==> src/rtl/byte_to_word_packer_pkg.sv <==
// Shared encodings for the byte-to-word packer: FSM states, word flags and the
// 134-bit output word layout.
package byte_to_word_packer_pkg;

  typedef enum logic [1:0] {
    IDLE_S = 2'd0,
    MD_S   = 2'd1,
    DATA_S = 2'd2,
    DROP_S = 2'd3
  } state_e;

  localparam logic [1:0] FLAG_HEAD = 2'b01;
  localparam logic [1:0] FLAG_BODY = 2'b11;
  localparam logic [1:0] FLAG_TAIL = 2'b10;

  localparam int unsigned WORD_W   = 134;
  localparam int unsigned DATA_W   = 128;
  localparam int unsigned FLAG_MSB = 133;
  localparam int unsigned FLAG_LSB = 132;
  localparam int unsigned INV_MSB  = 131;
  localparam int unsigned INV_LSB  = 128;
  localparam int unsigned MD_W     = 64;
  localparam int unsigned LEN_W    = 12;
  localparam int unsigned CNT_W    = 16;

  function automatic logic [WORD_W-1:0] pack_word(input logic [1:0]        flag,
                                                  input logic [3:0]        inv,
                                                  input logic [DATA_W-1:0] data);
    return {flag, inv, data};
  endfunction

endpackage

==> src/rtl/byte_to_word_packer_sat_cnt16.sv <==
// sat_cnt16: 16-bit incrementer that sticks at all-ones instead of wrapping.
module sat_cnt16
  import byte_to_word_packer_pkg::*;
(
  input  logic             i_clk,
  input  logic             i_rst_n,
  input  logic             i_inc,
  output logic [CNT_W-1:0] ov_cnt
);

  logic [CNT_W-1:0] r_cnt;

  always_ff @(posedge i_clk or negedge i_rst_n) begin
    if (!i_rst_n) begin
      r_cnt <= '0;
    end else if (i_inc && (r_cnt != {CNT_W{1'b1}})) begin
      r_cnt <= r_cnt + 1'b1;
    end
  end

  assign ov_cnt = r_cnt;

endmodule

==> src/rtl/byte_to_word_packer.sv <==
// Packs a marker-delimited byte stream into 128-bit words, peeling off the first
// MD_BYTES bytes of each packet as metadata and truncating over-long payloads.
module byte_to_word_packer
  import byte_to_word_packer_pkg::*;
#(
  parameter int unsigned MD_BYTES      = 8,
  parameter int unsigned MAX_PKT_BYTES = 2048
) (
  input  logic              i_clk,
  input  logic              i_rst_n,
  input  logic [8:0]        iv_data,
  input  logic              i_data_wr,
  output logic [WORD_W-1:0] ov_data,
  output logic              o_data_wr,
  output logic [MD_W-1:0]   ov_metadata,
  output logic              o_metadata_wr,
  output logic [LEN_W-1:0]  ov_pkt_len,
  output logic              o_pkt_err,
  output logic [CNT_W-1:0]  ov_short_cnt,
  output logic [CNT_W-1:0]  ov_long_cnt
);

  localparam logic [3:0]       MD_LAST = 4'(MD_BYTES);
  localparam logic [LEN_W-1:0] MAX_LEN = LEN_W'(MAX_PKT_BYTES);

  state_e              r_state;
  logic [MD_W-1:0]     r_md;
  logic [3:0]          r_md_cnt;
  logic [3:0]          r_lane;
  logic [LEN_W-1:0]    r_len;
  logic [DATA_W-1:0]   r_word;
  logic                r_first;
  logic [WORD_W-1:0]   r_out_data;
  logic                r_out_wr;
  logic [MD_W-1:0]     r_out_md;
  logic                r_out_md_wr;
  logic [LEN_W-1:0]    r_out_len;
  logic                r_out_err;

  logic                w_marker;
  logic [7:0]          w_byte;
  logic [DATA_W-1:0]   w_word_ins;
  logic [LEN_W-1:0]    w_len_inc;
  logic                w_at_max;
  logic                w_short_inc;
  logic                w_long_inc;

  assign w_marker    = iv_data[8];
  assign w_byte      = iv_data[7:0];
  // Lanes at and beyond r_lane are always zero in r_word, so OR-ing places the byte.
  assign w_word_ins  = r_word | ({w_byte, 120'b0} >> {r_lane, 3'b000});
  assign w_len_inc   = r_len + 1'b1;
  assign w_at_max    = (r_len == MAX_LEN);
  assign w_short_inc = i_data_wr && (r_state == MD_S) && w_marker;
  assign w_long_inc  = i_data_wr && (r_state == DATA_S) && w_at_max;

  always_ff @(posedge i_clk or negedge i_rst_n) begin
    if (!i_rst_n) begin
      r_state     <= IDLE_S;
      r_md        <= '0;
      r_md_cnt    <= '0;
      r_lane      <= '0;
      r_len       <= '0;
      r_word      <= '0;
      r_first     <= 1'b0;
      r_out_data  <= '0;
      r_out_wr    <= 1'b0;
      r_out_md    <= '0;
      r_out_md_wr <= 1'b0;
      r_out_len   <= '0;
      r_out_err   <= 1'b0;
    end else begin
      r_out_wr    <= 1'b0;
      r_out_md_wr <= 1'b0;
      r_out_err   <= 1'b0;
      if (i_data_wr) begin
        case (r_state)
          IDLE_S: begin
            if (w_marker) begin
              r_md     <= {56'b0, w_byte};
              r_md_cnt <= 4'd1;
              r_lane   <= '0;
              r_len    <= '0;
              r_word   <= '0;
              r_first  <= 1'b1;
              r_state  <= (MD_LAST == 4'd1) ? DATA_S : MD_S;
            end
          end
          MD_S: begin
            if (w_marker) begin
              r_state <= IDLE_S;
            end else begin
              r_md     <= {r_md[MD_W-9:0], w_byte};
              r_md_cnt <= r_md_cnt + 4'd1;
              if ((r_md_cnt + 4'd1) == MD_LAST) r_state <= DATA_S;
            end
          end
          DATA_S: begin
            if (w_at_max) begin
              // Pending lanes close the packet; a held full word (lane 0) gives 0 invalid.
              r_out_data  <= pack_word(FLAG_TAIL, 4'd0 - r_lane, r_word);
              r_out_wr    <= 1'b1;
              r_out_md    <= r_md;
              r_out_md_wr <= 1'b1;
              r_out_len   <= MAX_LEN;
              r_out_err   <= 1'b1;
              r_state     <= w_marker ? IDLE_S : DROP_S;
            end else if (w_marker) begin
              r_out_data  <= pack_word(FLAG_TAIL, 4'd15 - r_lane, w_word_ins);
              r_out_wr    <= 1'b1;
              r_out_md    <= r_md;
              r_out_md_wr <= 1'b1;
              r_out_len   <= w_len_inc;
              r_state     <= IDLE_S;
            end else begin
              r_len  <= w_len_inc;
              r_lane <= r_lane + 4'd1;
              if (r_lane == 4'd15 && w_len_inc != MAX_LEN) begin
                r_out_data <= pack_word(r_first ? FLAG_HEAD : FLAG_BODY, 4'd0, w_word_ins);
                r_out_wr   <= 1'b1;
                r_first    <= 1'b0;
                r_word     <= '0;
              end else begin
                // A word filled exactly at the limit is held to become the truncated tail.
                r_word <= w_word_ins;
              end
            end
          end
          DROP_S: begin
            if (w_marker) r_state <= IDLE_S;
          end
          default: r_state <= IDLE_S;
        endcase
      end
    end
  end

  sat_cnt16 u_short_cnt (
    .i_clk   (i_clk),
    .i_rst_n (i_rst_n),
    .i_inc   (w_short_inc),
    .ov_cnt  (ov_short_cnt)
  );

  sat_cnt16 u_long_cnt (
    .i_clk   (i_clk),
    .i_rst_n (i_rst_n),
    .i_inc   (w_long_inc),
    .ov_cnt  (ov_long_cnt)
  );

  assign ov_data       = r_out_data;
  assign o_data_wr     = r_out_wr;
  assign ov_metadata   = r_out_md;
  assign o_metadata_wr = r_out_md_wr;
  assign ov_pkt_len    = r_out_len;
  assign o_pkt_err     = r_out_err;

endmodule

==> config.mk <==
export PLATFORM = sky130hd
export DESIGN_NAME = byte_to_word_packer
export DESIGN_NICKNAME = d
export VERILOG_FILES = /design/src/rtl/byte_to_word_packer_pkg.sv /design/src/rtl/byte_to_word_packer_sat_cnt16.sv /design/src/rtl/byte_to_word_packer.sv
export SDC_FILE = /design/constraint.sdc
export NUM_CORES = 1
export LEC_CHECK = 0
export CAP_MARGIN = 20
export CORE_ASPECT_RATIO = 1.2
export CORE_MARGIN = 2
export CORE_UTILIZATION = 55
export DETAILED_ROUTE_END_ITERATION = 10
export GPL_ROUTABILITY_DRIVEN = 0
export PLACE_DENSITY = 0.8
export SLEW_MARGIN = 20
export SYNTH_ARGS = -nofsm -noshare
export SYNTH_HDL_FRONTEND = slang
export SYNTH_SLANG_ARGS = --single-unit
==> constraint.sdc <==
create_clock -name i_clk -period 2.7 [get_ports i_clk]
set_input_delay 0.54 -clock i_clk [delete_from_list [all_inputs] [get_ports i_clk]]
set_output_delay 0.54 -clock i_clk [all_outputs]
set_load 0.01 [all_outputs]
==> run_results.csv <==
group,metric,value,unit
logic_synthesis,synth_top_area_share,58.8,%
route,wirelength,51900,µm
timing,worst_slew_pin_slew,0.705,ns
critical_path,cp-start-kind,"register",
placed_design,dp_slack,0.101,ns
logic_synthesis,ys_ff_latch,460,
critical_path,critPathArrivalTime,3.02,ns
clock_network,cts_num_sinks,460,
placed_design,place_inst,2470,
clock_network,cts_made_buffers,44,
grt,grtUsageMet3,4.97,%
power,swShare,26.8,%
clock_network,cts_buffer_depth,3,
timing,tns,0,ns
grt,grtUsageMet1,37.0,%
timing,hold_violations,0,
timing,skew,0.0236,ns
clock_network,cts_tree,"yes",
power,power.internal,12.6,mW
run_status,status,"complete, no violations",
logic_synthesis,avgSynthCellArea,10.9,µm²
grt,grt_overflow,0,
layout,syn2layout_area_growth,24.8,%
clock_network,cts_setup_buffers,0,
die,rows,75,
clock_network,cts.htree.levels,2,
timing,finalWorstSetupSlack,0.126,ns
min_path,min_path_type,"reg -> reg",
placed_design,hpwl,34600,µm
layout,fin_nets,2075,
timing,slew_violations,0,
timing,slew_headroom,52.6,%
logic_synthesis,postSynthCellCount,1796,
route,vias,14854,
route,wl_per_cell,20.4,µm
logic_synthesis,synth.most_common_cell,"dfrtp_1",
timing,grt_setup_unrepaired,"false",
power,pwr-share-seq,48.0,%
route,first_pass_iters,6,
power,power_frac_comb,15.0,%
critical_path,path_common_cell,"buf_12",
logic_synthesis,yosysWarningCount,0,
critical_path,crit_type,"reg -> reg",
route,vias_per_cell,5.83,
critical_path,critical-path-top-delay-family,"compound AO/OA/AOI/OAI gates",
layout,antenna_cells,0,
grt,grt.total_usage,28.1,%
grt,grt_pass1_wl,82700,µm
die,die_w,176,µm
timing,final-setup-viol-count,0,
die,die_area,37200,µm²
critical_path,slowest_stage,"dfrtp_2",
critical_path,worstPathRequired,3.15,ns
power,power_leakage,11.6,nW
route,drt-initial-drc-count,1486,
run,maxCapViolations,0,
grt,grt.busiest_layer,"met2",
clock_network,clock_latency,0.56,ns
clock_network,clock-root-buffer,"clkbuf_16",
placed_design,portBuffers,256,
grt,grt_max_degree,103,
logic_synthesis,synth_area_leaders,"dfrtp_1 59%, nand2_1 4.8%, a21oi_1 3.7%",
logic_synthesis,synth-edff-count,0,
logic_synthesis,synth.largest_area_cell,"dfrtp_1",
die,initial_core_util,56.0,%
power,power.switching,4.60,mW
grt,grt_antenna_before_repair,1,
timing,max_freq,0.389,GHz
route,antenna_left,0,
logic_synthesis,synth_common_cells,"460 x dfrtp_1, 253 x nand2_1, 173 x nor2_1",
logic_synthesis,synthArstFlopShare,100,%
clock_network,path_clk_slew,0.06,ns
die,coreArea,35000,µm²
grt,grt_pass1_vias,15032,
die,fp.dieH,211,µm
critical_path,slowest_delay,0.45,ns
logic_synthesis,ys_types,62,
layout,postLayoutCoreUtil,69.8,%
power,peakVddDrop,0.506,mV
critical_path,endpoint_kind,"register",
layout,stdcell_count,2550,
critical_path,cp_max_fo,23,
timing,period_minus_slack,2.57,ns
power,powerDensity,704,nW/µm²
logic_synthesis,synth_flop_cell,"dfrtp_1",
logic_synthesis,syn-cell-area,19600,µm²
timing,post-route-period-util,95.3,%
critical_path,crit_chain,"nand4_1 > or3_1 > a31oi_1 > o21a_1 > o21a_4 > buf_12 > buf_12 > mux2i_1",
layout,drive_gt1_share,12.4,%
die,ioPinCount,257,
logic_synthesis,synth_fp_nets,1816,
power,clockPowerShare,37.0,%
route,drcViolationCount,0,
grt,grt.met2_usage,46.7,%
critical_path,cp_num_buf_inv,2,
logic_synthesis,yosysSeqAreaShare,58.8,%
worst min-delay path, stage by stage, from the launching register on:
cell and delay (ns):
dfrtp_1 0.34, nand2_1 0.05, nand2_1 0.05
state kept, by name (all words and copies together) (netlist names):
| signal | count |
|---|---|
| o_data_wr | 1 |
| o_metadata_wr | 1 |
| o_pkt_err | 1 |
| ov_data | 134 |
| ov_metadata | 64 |
| ov_pkt_len | 12 |
| r_first | 1 |
| r_lane | 4 |
| r_len | 12 |
| r_md | 64 |
| r_md_cnt | 4 |
| r_state | 2 |
| r_word | 128 |
| u_long_cnt.ov_cnt | 16 |
| u_short_cnt.ov_cnt | 16 |
metrics by stage:
stage	hold WS (ns)	power [mW]	instance area (µm²)
2_1_floorplan	0.244	9.53	19600
3_3_place_gp	0.456	10.8	22900
3_5_place_dp	0.461	10.9	22900
4_1_cts	0.477	17.3	24400
5_1_grt	0.497	17.9	24400
6_report	0.474	17.2	24400
final cells by class:
type,instances,area [µm²]
Timing Repair Buffer,335,3410
Sequential cell,460,11500
Fill cell,2434,10600
Tap cell,462,578
Multi-Input combinational cell,1137,7140
Clock buffer,60,1280
Inverter,77,289
Clock inverter,19,214
routing by layer:
metal	vias up	share of wire (%)
met5	-	0.027
met4	2	3.6
met3	129	7.2
met2	656	49
met1	7444	40
li1	6623	-
timing repair:
action | in CTS | in global routing
hold endpoints to repair | 48 | 0
hold buffers | 1 | 0
endpoints found under the setup margin | 0 | 86
resized for setup | 0 | 6
power groups by stage:
stage | sequential, mW | combinational (mW) | clock, mW
6_report | 8.25 | 2.59 | 6.36
5_1_grt | 8.34 | 2.81 | 6.72
4_1_cts | 8.25 | 2.60 | 6.44
3_5_place_dp | 8.35 | 2.58 | 0
3_3_place_gp | 8.33 | 2.48 | 0
2_1_floorplan | 8.31 | 1.22 | 0
logic make-up (layout without fill, tap and decap cells):
logic type	count (synthesis)	after routing	synth area share, %
XOR/XNOR	38	38	1.70
adder cells (fa/ha/maj)	8	8	0.511
multiplexers	141	141	8.33
flip-flops	460	460	58.8
AO/OA/AOI/OAI	393	393	13.1
AND/OR/NAND/NOR	557	557	12.5
buffers and inverters	199	491	5.09
layout by cell type (no fill, tap or decap), types with 5 or more instances in the layout:
cell,count
a21oi_1,144
a22o_1,69
a31oi_1,60
and2_1,14
and3_1,6
buf_12,20
buf_4,58
clkbuf_1,6
clkbuf_16,46
clkbuf_8,8
clkdlybuf4s50_1,255
clkinv_2,11
dfrtp_1,454
dfrtp_2,6
ha_1,7
inv_1,75
mux2_2,40
mux2_4,34
mux2i_1,67
nand2_1,253
nand2b_1,16
nand3_1,29
nand4_1,12
nor2_1,170
nor2b_1,10
nor3_1,13
nor3_2,5
nor4_1,5
o21a_1,5
o21ai_0,25
o21bai_1,64
or3_1,5
xnor2_1,24
xor2_1,14
path summary, 6_finish.rpt:
| kind | slack, ns | start | depth (start not counted) | endpoint |
|---|---|---|---|---|
| max | 0.13 | r_len[0] | 8 | ov_data[76] |
| min | 0.47 | ov_metadata[61] | 2 | ov_metadata[61] |
| max in group asynchronous | 1.29 | i_rst_n | 4 | ov_metadata[27] |
| min reg2reg | 0.47 | ov_metadata[61] | 2 | ov_metadata[61] |
| max reg2reg | 0.13 | r_len[0] | 8 | ov_data[76] |
| min in group asynchronous | 0.51 | i_rst_n | 2 | u_short_cnt.ov_cnt[10] |
No activity file was read; power rests on OpenSTA's default activity.
